$ cat config.mk
export PLATFORM = sky130hd
export DESIGN_NAME = hcsr04_ranger
export DESIGN_NICKNAME = d
export VERILOG_FILES = /design/src/rtl/hcsr04_pkg.sv /design/src/rtl/us_tick_gen.sv /design/src/rtl/hcsr04_ranger.sv
export SDC_FILE = /design/constraint.sdc
export NUM_CORES = 1
export LEC_CHECK = 0
export CAP_MARGIN = 40
export CORE_MARGIN = 2
export CORE_UTILIZATION = 45
export CTS_BUF_LIST = sky130_fd_sc_hd__clkbuf_8 sky130_fd_sc_hd__clkbuf_16
export CTS_CLUSTER_SIZE = 8
export DETAILED_ROUTE_END_ITERATION = 8
export SYNTH_ARGS = -nofsm -noshare
export SYNTH_HDL_FRONTEND = slang
export SYNTH_SLANG_ARGS = --single-unit
$ cat constraint.sdc
create_clock -name clk -period 3.1 [get_ports clk]
set_clock_uncertainty 0.2 [all_clocks]
set_input_delay 0.93 -clock clk [delete_from_list [all_inputs] [get_ports clk]]
set_output_delay 0.93 -clock clk [all_outputs]
set_load 0.01 [all_outputs]
$ cat src/rtl/hcsr04_pkg.sv
`default_nettype none
// +--------------------------------------------------------------------------+
// | hcsr04_pkg : FSM state type and default timing for the HC-SR04 ranger     |
// | Rev 1.0                                                                   |
// +--------------------------------------------------------------------------+
package hcsr04_pkg;

  typedef enum logic [2:0] {
    IDLE      = 3'd0,
    TRIG      = 3'd1,
    WAIT_RISE = 3'd2,
    MEASURE   = 3'd3,
    DONE      = 3'd4,
    HOLDOFF   = 3'd5
  } state_t;

  localparam int DEF_CLK_PER_US = 40;
  localparam int DEF_TRIG_US    = 20;
  localparam int DEF_PERIOD_US  = 60000;
  localparam int DEF_TIMEOUT_US = 25000;
  localparam int DEF_W          = 12;

endpackage
`default_nettype wire

$ cat src/rtl/us_tick_gen.sv
`default_nettype none
// +--------------------------------------------------------------------------+
// | us_tick_gen : one-cycle pulse every CLK_PER_US clocks, restartable        |
// | Rev 1.0                                                                   |
// +--------------------------------------------------------------------------+
module us_tick_gen #(
  parameter int CLK_PER_US = 40
) (
  input  logic clk,
  input  logic reset,
  input  logic clear,
  output logic tick
);

  localparam int            CW     = (CLK_PER_US > 1) ? $clog2(CLK_PER_US) : 1;
  localparam logic [CW-1:0] c_last = CW'(CLK_PER_US - 1);

  logic [CW-1:0] r_cnt;

  always_ff @(posedge clk or posedge reset) begin
    if (reset) begin
      r_cnt <= '0;
    end else if (clear || r_cnt == c_last) begin
      r_cnt <= '0;
    end else begin
      r_cnt <= r_cnt + 1'b1;
    end
  end

  assign tick = (r_cnt == c_last);

endmodule
`default_nettype wire

$ cat src/rtl/hcsr04_ranger.sv
`default_nettype none
// +--------------------------------------------------------------------------+
// | hcsr04_ranger : periodic trigger + echo width measurement in microseconds |
// | Rev 1.0                                                                   |
// +--------------------------------------------------------------------------+
module hcsr04_ranger
  import hcsr04_pkg::*;
#(
  parameter int CLK_PER_US = DEF_CLK_PER_US,
  parameter int TRIG_US    = DEF_TRIG_US,
  parameter int PERIOD_US  = DEF_PERIOD_US,
  parameter int TIMEOUT_US = DEF_TIMEOUT_US,
  parameter int W          = DEF_W
) (
  input  logic         clk,
  input  logic         reset,
  input  logic         enable,
  input  logic         echo,
  output logic         trig,
  output logic [W-1:0] sample,
  output logic         sample_valid,
  output logic         timeout,
  output logic         busy
);

  localparam logic [15:0]  c_trig_last    = 16'(TRIG_US - 1);
  localparam logic [15:0]  c_period_last  = 16'(PERIOD_US - 1);
  localparam logic [15:0]  c_timeout_last = 16'(TIMEOUT_US - 1);
  localparam logic [W-1:0] c_sat          = '1;

  state_t       r_state;
  logic         r_sync1, r_echo_s, r_echo_d;
  logic [15:0]  r_period_cnt;
  logic [15:0]  r_to_cnt;
  logic [W-1:0] r_width;
  logic         r_to_flag;

  logic w_tick, w_rise, w_fall, w_start, w_period_end, w_to_expire;

  always_ff @(posedge clk or posedge reset) begin
    if (reset) begin
      r_sync1  <= 1'b0;
      r_echo_s <= 1'b0;
      r_echo_d <= 1'b0;
    end else begin
      r_sync1  <= echo;
      r_echo_s <= r_sync1;
      r_echo_d <= r_echo_s;
    end
  end

  assign w_rise       = r_echo_s & ~r_echo_d;
  assign w_fall       = ~r_echo_s & r_echo_d;
  assign w_period_end = w_tick && (r_period_cnt == c_period_last);
  assign w_to_expire  = w_tick && (r_to_cnt == c_timeout_last);
  assign w_start      = enable && ((r_state == IDLE) || (r_state == HOLDOFF && w_period_end));

  // Restart the microsecond divider with each trigger so all us counts are trigger-aligned.
  us_tick_gen #(
    .CLK_PER_US(CLK_PER_US)
  ) u_tick (
    .clk  (clk),
    .reset(reset),
    .clear(w_start),
    .tick (w_tick)
  );

  always_ff @(posedge clk or posedge reset) begin
    if (reset) begin
      r_state      <= IDLE;
      trig         <= 1'b0;
      sample       <= c_sat;
      sample_valid <= 1'b0;
      timeout      <= 1'b0;
      busy         <= 1'b0;
      r_period_cnt <= '0;
      r_to_cnt     <= '0;
      r_width      <= '0;
      r_to_flag    <= 1'b0;
    end else begin
      sample_valid <= 1'b0;
      if (w_tick) begin
        r_period_cnt <= r_period_cnt + 16'd1;
        r_to_cnt     <= r_to_cnt + 16'd1;
      end
      case (r_state)
        IDLE: begin
          r_period_cnt <= '0;
          if (enable) begin
            r_state <= TRIG;
            trig    <= 1'b1;
            busy    <= 1'b1;
          end
        end
        TRIG: begin
          if (w_tick && r_period_cnt == c_trig_last) begin
            r_state   <= WAIT_RISE;
            trig      <= 1'b0;
            r_to_cnt  <= '0;
            r_to_flag <= 1'b0;
          end
        end
        WAIT_RISE: begin
          if (w_to_expire) begin
            r_state   <= DONE;
            r_to_flag <= 1'b1;
          end else if (w_rise) begin
            r_state  <= MEASURE;
            r_width  <= '0;
            r_to_cnt <= '0;
          end
        end
        MEASURE: begin
          // The delayed copy is high for exactly the echo length inside MEASURE.
          if (w_tick && r_echo_d && r_width != c_sat) begin
            r_width <= r_width + 1'b1;
          end
          if (w_to_expire) begin
            r_state   <= DONE;
            r_to_flag <= 1'b1;
          end else if (w_fall) begin
            r_state <= DONE;
          end
        end
        DONE: begin
          sample       <= r_to_flag ? c_sat : r_width;
          timeout      <= r_to_flag;
          sample_valid <= 1'b1;
          r_state      <= HOLDOFF;
        end
        HOLDOFF: begin
          if (w_period_end) begin
            if (enable) begin
              r_state      <= TRIG;
              trig         <= 1'b1;
              r_period_cnt <= '0;
            end else begin
              r_state <= IDLE;
              busy    <= 1'b0;
            end
          end
        end
        default: r_state <= IDLE;
      endcase
    end
  end

endmodule
`default_nettype wire
==> summary.md <==
| Metric | Value |
|---|---|
| Final worst path period need | `2700 ps` |
| Syn Std Cell Area | `3510 um^2` |
| Gate Count Post-Synth | `370` |
| Final slew viol count | `0` |
| Die Footprint | `8510 um^2` |
| Post_cts resized | `0` |
| Nature of the critical path endpoint | `flop` |
| Hpwl dp | `4390 um` |
| Crit Path Max Fanout | `16` |
| Clock latency on the worst-skew pair | `350 ps` |
| Reg clk slew, reported paths | `80 ps` |
| Area of the multi-input gates | `1570 um^2` |
| Worst endpoint required time | `3170 ps` |
| First-pass GRT wire length | `11,800 um` |
| Hold path start | `r_sync1` |
| LEAKAGE | `1.74 nW` |
| Num CTS Buffers | `9` |
| Register area | `1840 um^2` |
| Design internal power | `1.59 mW` |
| Sw frac | `0.254` |
| CTS Buffer Depth | `2` |
| Peak supply drop | `0.299 mV` |
| Vias in the first global route | `2,466` |
| MaxCap Viol Count | `0` |
| Sequential area share after synthesis | `0.525` |
| Fraction of registers with async set or reset after synthesis | `1.00` |
| PD cells | `525 nW/um^2` |
| GRT Total Usage | `0.176` |
| CORE AREA | `7650 um^2` |
| Hold endpoint | `r_echo_s` |
| CP Launch Type | `flop` |
| Reg2reg path depth | `6` |
| Yosys reg bits | `73` |
| P_sw | `541 uW` |
| CTS Sinks | `73` |
| Number of library cell types mapped by synthesis | `40` |
| Relative slew margins | `0.589` |
| Vias/cell | `5.12` |
| 1st-pass router iterations | `4` |
| Actual slew at the worst max-slew pin | `616 ps` |
| Share of cells above drive strength 1 | `0.103` |
| Largest net degree at the start of global routing | `74` |
| Initial Utilization | `0.458` |
| Unrepaired setup endpoints after global routing | `false` |
| WL met1 | `3520 um` |
| H-tree depth | `3` |
| Top_reg_cell synth | `dfrtp_1` |
| Status | `finished clean` |
| Ports | `20` |
| Via count | `2,563` |
| Number of synthesized flops with an enable pin | `0` |
| Starting DRT DRC Count | `116` |
| Mapped Avg Cell Area | `9.48 um^2` |
| Synth warn | `0` |
| TritonCTS clock tree | `done` |
| PortBufs | `19` |
| Final setup vio count | `0` |
| Total Neg Setup Slack | `0 ps` |
| CTS Hold Buffers Added | `0` |
| R2r endpoint | `r_to_cnt[1]` |
| Total Nets Final | `402` |
| Hold Path Depth | `0` |
| Metal2 WL | `2890 um` |
| Reg2Reg Setup Slack | `400 ps` |
| HP Class | `flop to flop` |
| Post-DRT Antenna Nets | `0` |
| Finished Core Util | `0.531` |
| Highest routed layer | `met4` |
| Period utilisation layout | `0.870` |
| Initial antenna violation count | `0` |
| Power share of the clock group | `0.426` |
| Final hold vios | `0` |
| Die Ht | `92.3 um` |
| Logic pwr share | `0.093` |
| Synthesized net count | `378` |
| Layout area overhead | `15.8%` |
| Die X | `92.3 um` |
| # DRC | `0` |
| Overall routed net length | `6680 um` |
| Register share of total power | `0.481` |
| WP data arrival | `2760 ps` |
| Rows | `32` |
| Final GP Congestion | `0.764` |
| Crit Path Class | `flop to flop` |
| Fillers | `686` |
| Root Buffer | `clkbuf_8` |
| ANT cells | `0` |
| Wire length on met3 | `191 um` |
| Worst R2R Start | `r_to_cnt[3]` |
| Grt total ovfl | `0` |
| Achievable Freq | `371 MHz` |
| Drt wl/cell | `13.3 um` |
| Post-CTS Setup Bufs | `0` |
## worst max-delay path by stage
stage | start | end | depth (start not counted)
after floorplan | reset | busy | 1
after global placement | r_to_cnt[3] | r_to_cnt[1] | 6
after detailed placement | r_to_cnt[3] | r_to_cnt[1] | 6
after CTS | r_to_cnt[3] | r_to_cnt[1] | 6
after global routing | r_to_cnt[3] | r_to_cnt[1] | 6
final | r_to_cnt[3] | r_to_cnt[1] | 6
## cell type report
class / instances / area share
multi-input cells: 276 / 0.387
well taps: 102 / 0.0314
repair buffers: 24 / 0.0592
clock buffers: 9 / 0.0305
flip-flops and latches: 73 / 0.454
clock inverters: 7 / 0.0293
inverters: 10 / 0.00925
## routing by layer
metal	up-vias	GRT usage
li1	1296	-
met1	1217	0.256
met2	44	0.255
met3	6	0.0394
met4	0	0.0721
met5	-	0
## cell usage in the layout, fill, tap and decap left out, types with 2 or more instances in the layout
cell	netlist	routed
a211oi_1	2	2
a21oi_1	19	19
and2_1	3	3
and3_1	8	8
and4_1	3	3
buf_4	0	4
bufinv_16	0	3
clkbuf_8	0	9
clkdlybuf4s50_1	0	19
clkinvlp_4	0	2
dfrtp_1	61	61
dfstp_2	12	12
ha_1	4	4
inv_1	10	9
mux2_2	3	3
nand2_1	30	30
nand2b_1	2	2
nand3_1	15	15
nand4_1	12	12
nor2_1	85	85
nor2b_1	6	6
nor3_1	9	9
nor4_1	5	5
o21ai_0	8	8
or3_1	4	4
or4_1	2	2
xnor2_1	26	26
xor2_1	16	16
## registers in the layout (all words and copies together), names as in the netlist
name / cells
r_echo_s: 1
r_sync1: 1
r_state: 3
r_echo_d: 1
sample: 12
r_width: 12
timeout: 1
sample_valid: 1
r_to_flag: 1
trig: 1
r_to_cnt: 16
u_tick.r_cnt: 6
busy: 1
r_period_cnt: 16
## cell usage after synthesis (all sizes together), types with 8 or more instances
cell | n | area share
nor2 | 85 | 0.091
dfrtp | 61 | 0.44
nand2 | 30 | 0.032
xnor2 | 26 | 0.065
a21oi | 19 | 0.027
xor2 | 16 | 0.040
nand3 | 15 | 0.021
dfstp | 12 | 0.090
nand4 | 12 | 0.021
inv | 10 | 0.011
nor3 | 9 | 0.013
and3 | 8 | 0.014
clkbuf | 8 | 0.0086
o21ai | 8 | 0.011
## critical path: stages, from the launching register on
cell,delay (ps)
dfrtp_1,440
or4_1,510
nor4_1,300
nand4_1,200
and4_4,300
nand2b_1,440
a21oi_1,230
## stage by stage
stage	hold slack (ps)	worst slack, ps	instances	instance area, um^2	power, mW
floorplan	131	137	370	3510	1.18
global placement	132	454	485	3820	1.24
detailed placement	137	416	485	3820	1.24
CTS	154	381	501	4060	2.15
global route	174	236	501	4060	2.23
finish	154	402	501	4060	2.13
## cells by family after synthesis
group           share of synthesized area
flops                               0.525
simple gates                        0.259
compound gates                     0.0567
mux                               0.00964
xor+xnor                            0.105
fa+ha+maj                          0.0171
buf+inv                            0.0271
## power groups by stage
stage	clock, mW	sequential, mW	combinational (mW)
after floorplan	0	1.02	0.158
after global placement	0	1.04	0.199
after detailed placement	0	1.04	0.202
after CTS	0.925	1.02	0.203
after global routing	0.973	1.03	0.229
final	0.908	1.02	0.199
No activity file was read; power rests on OpenSTA's default activity.
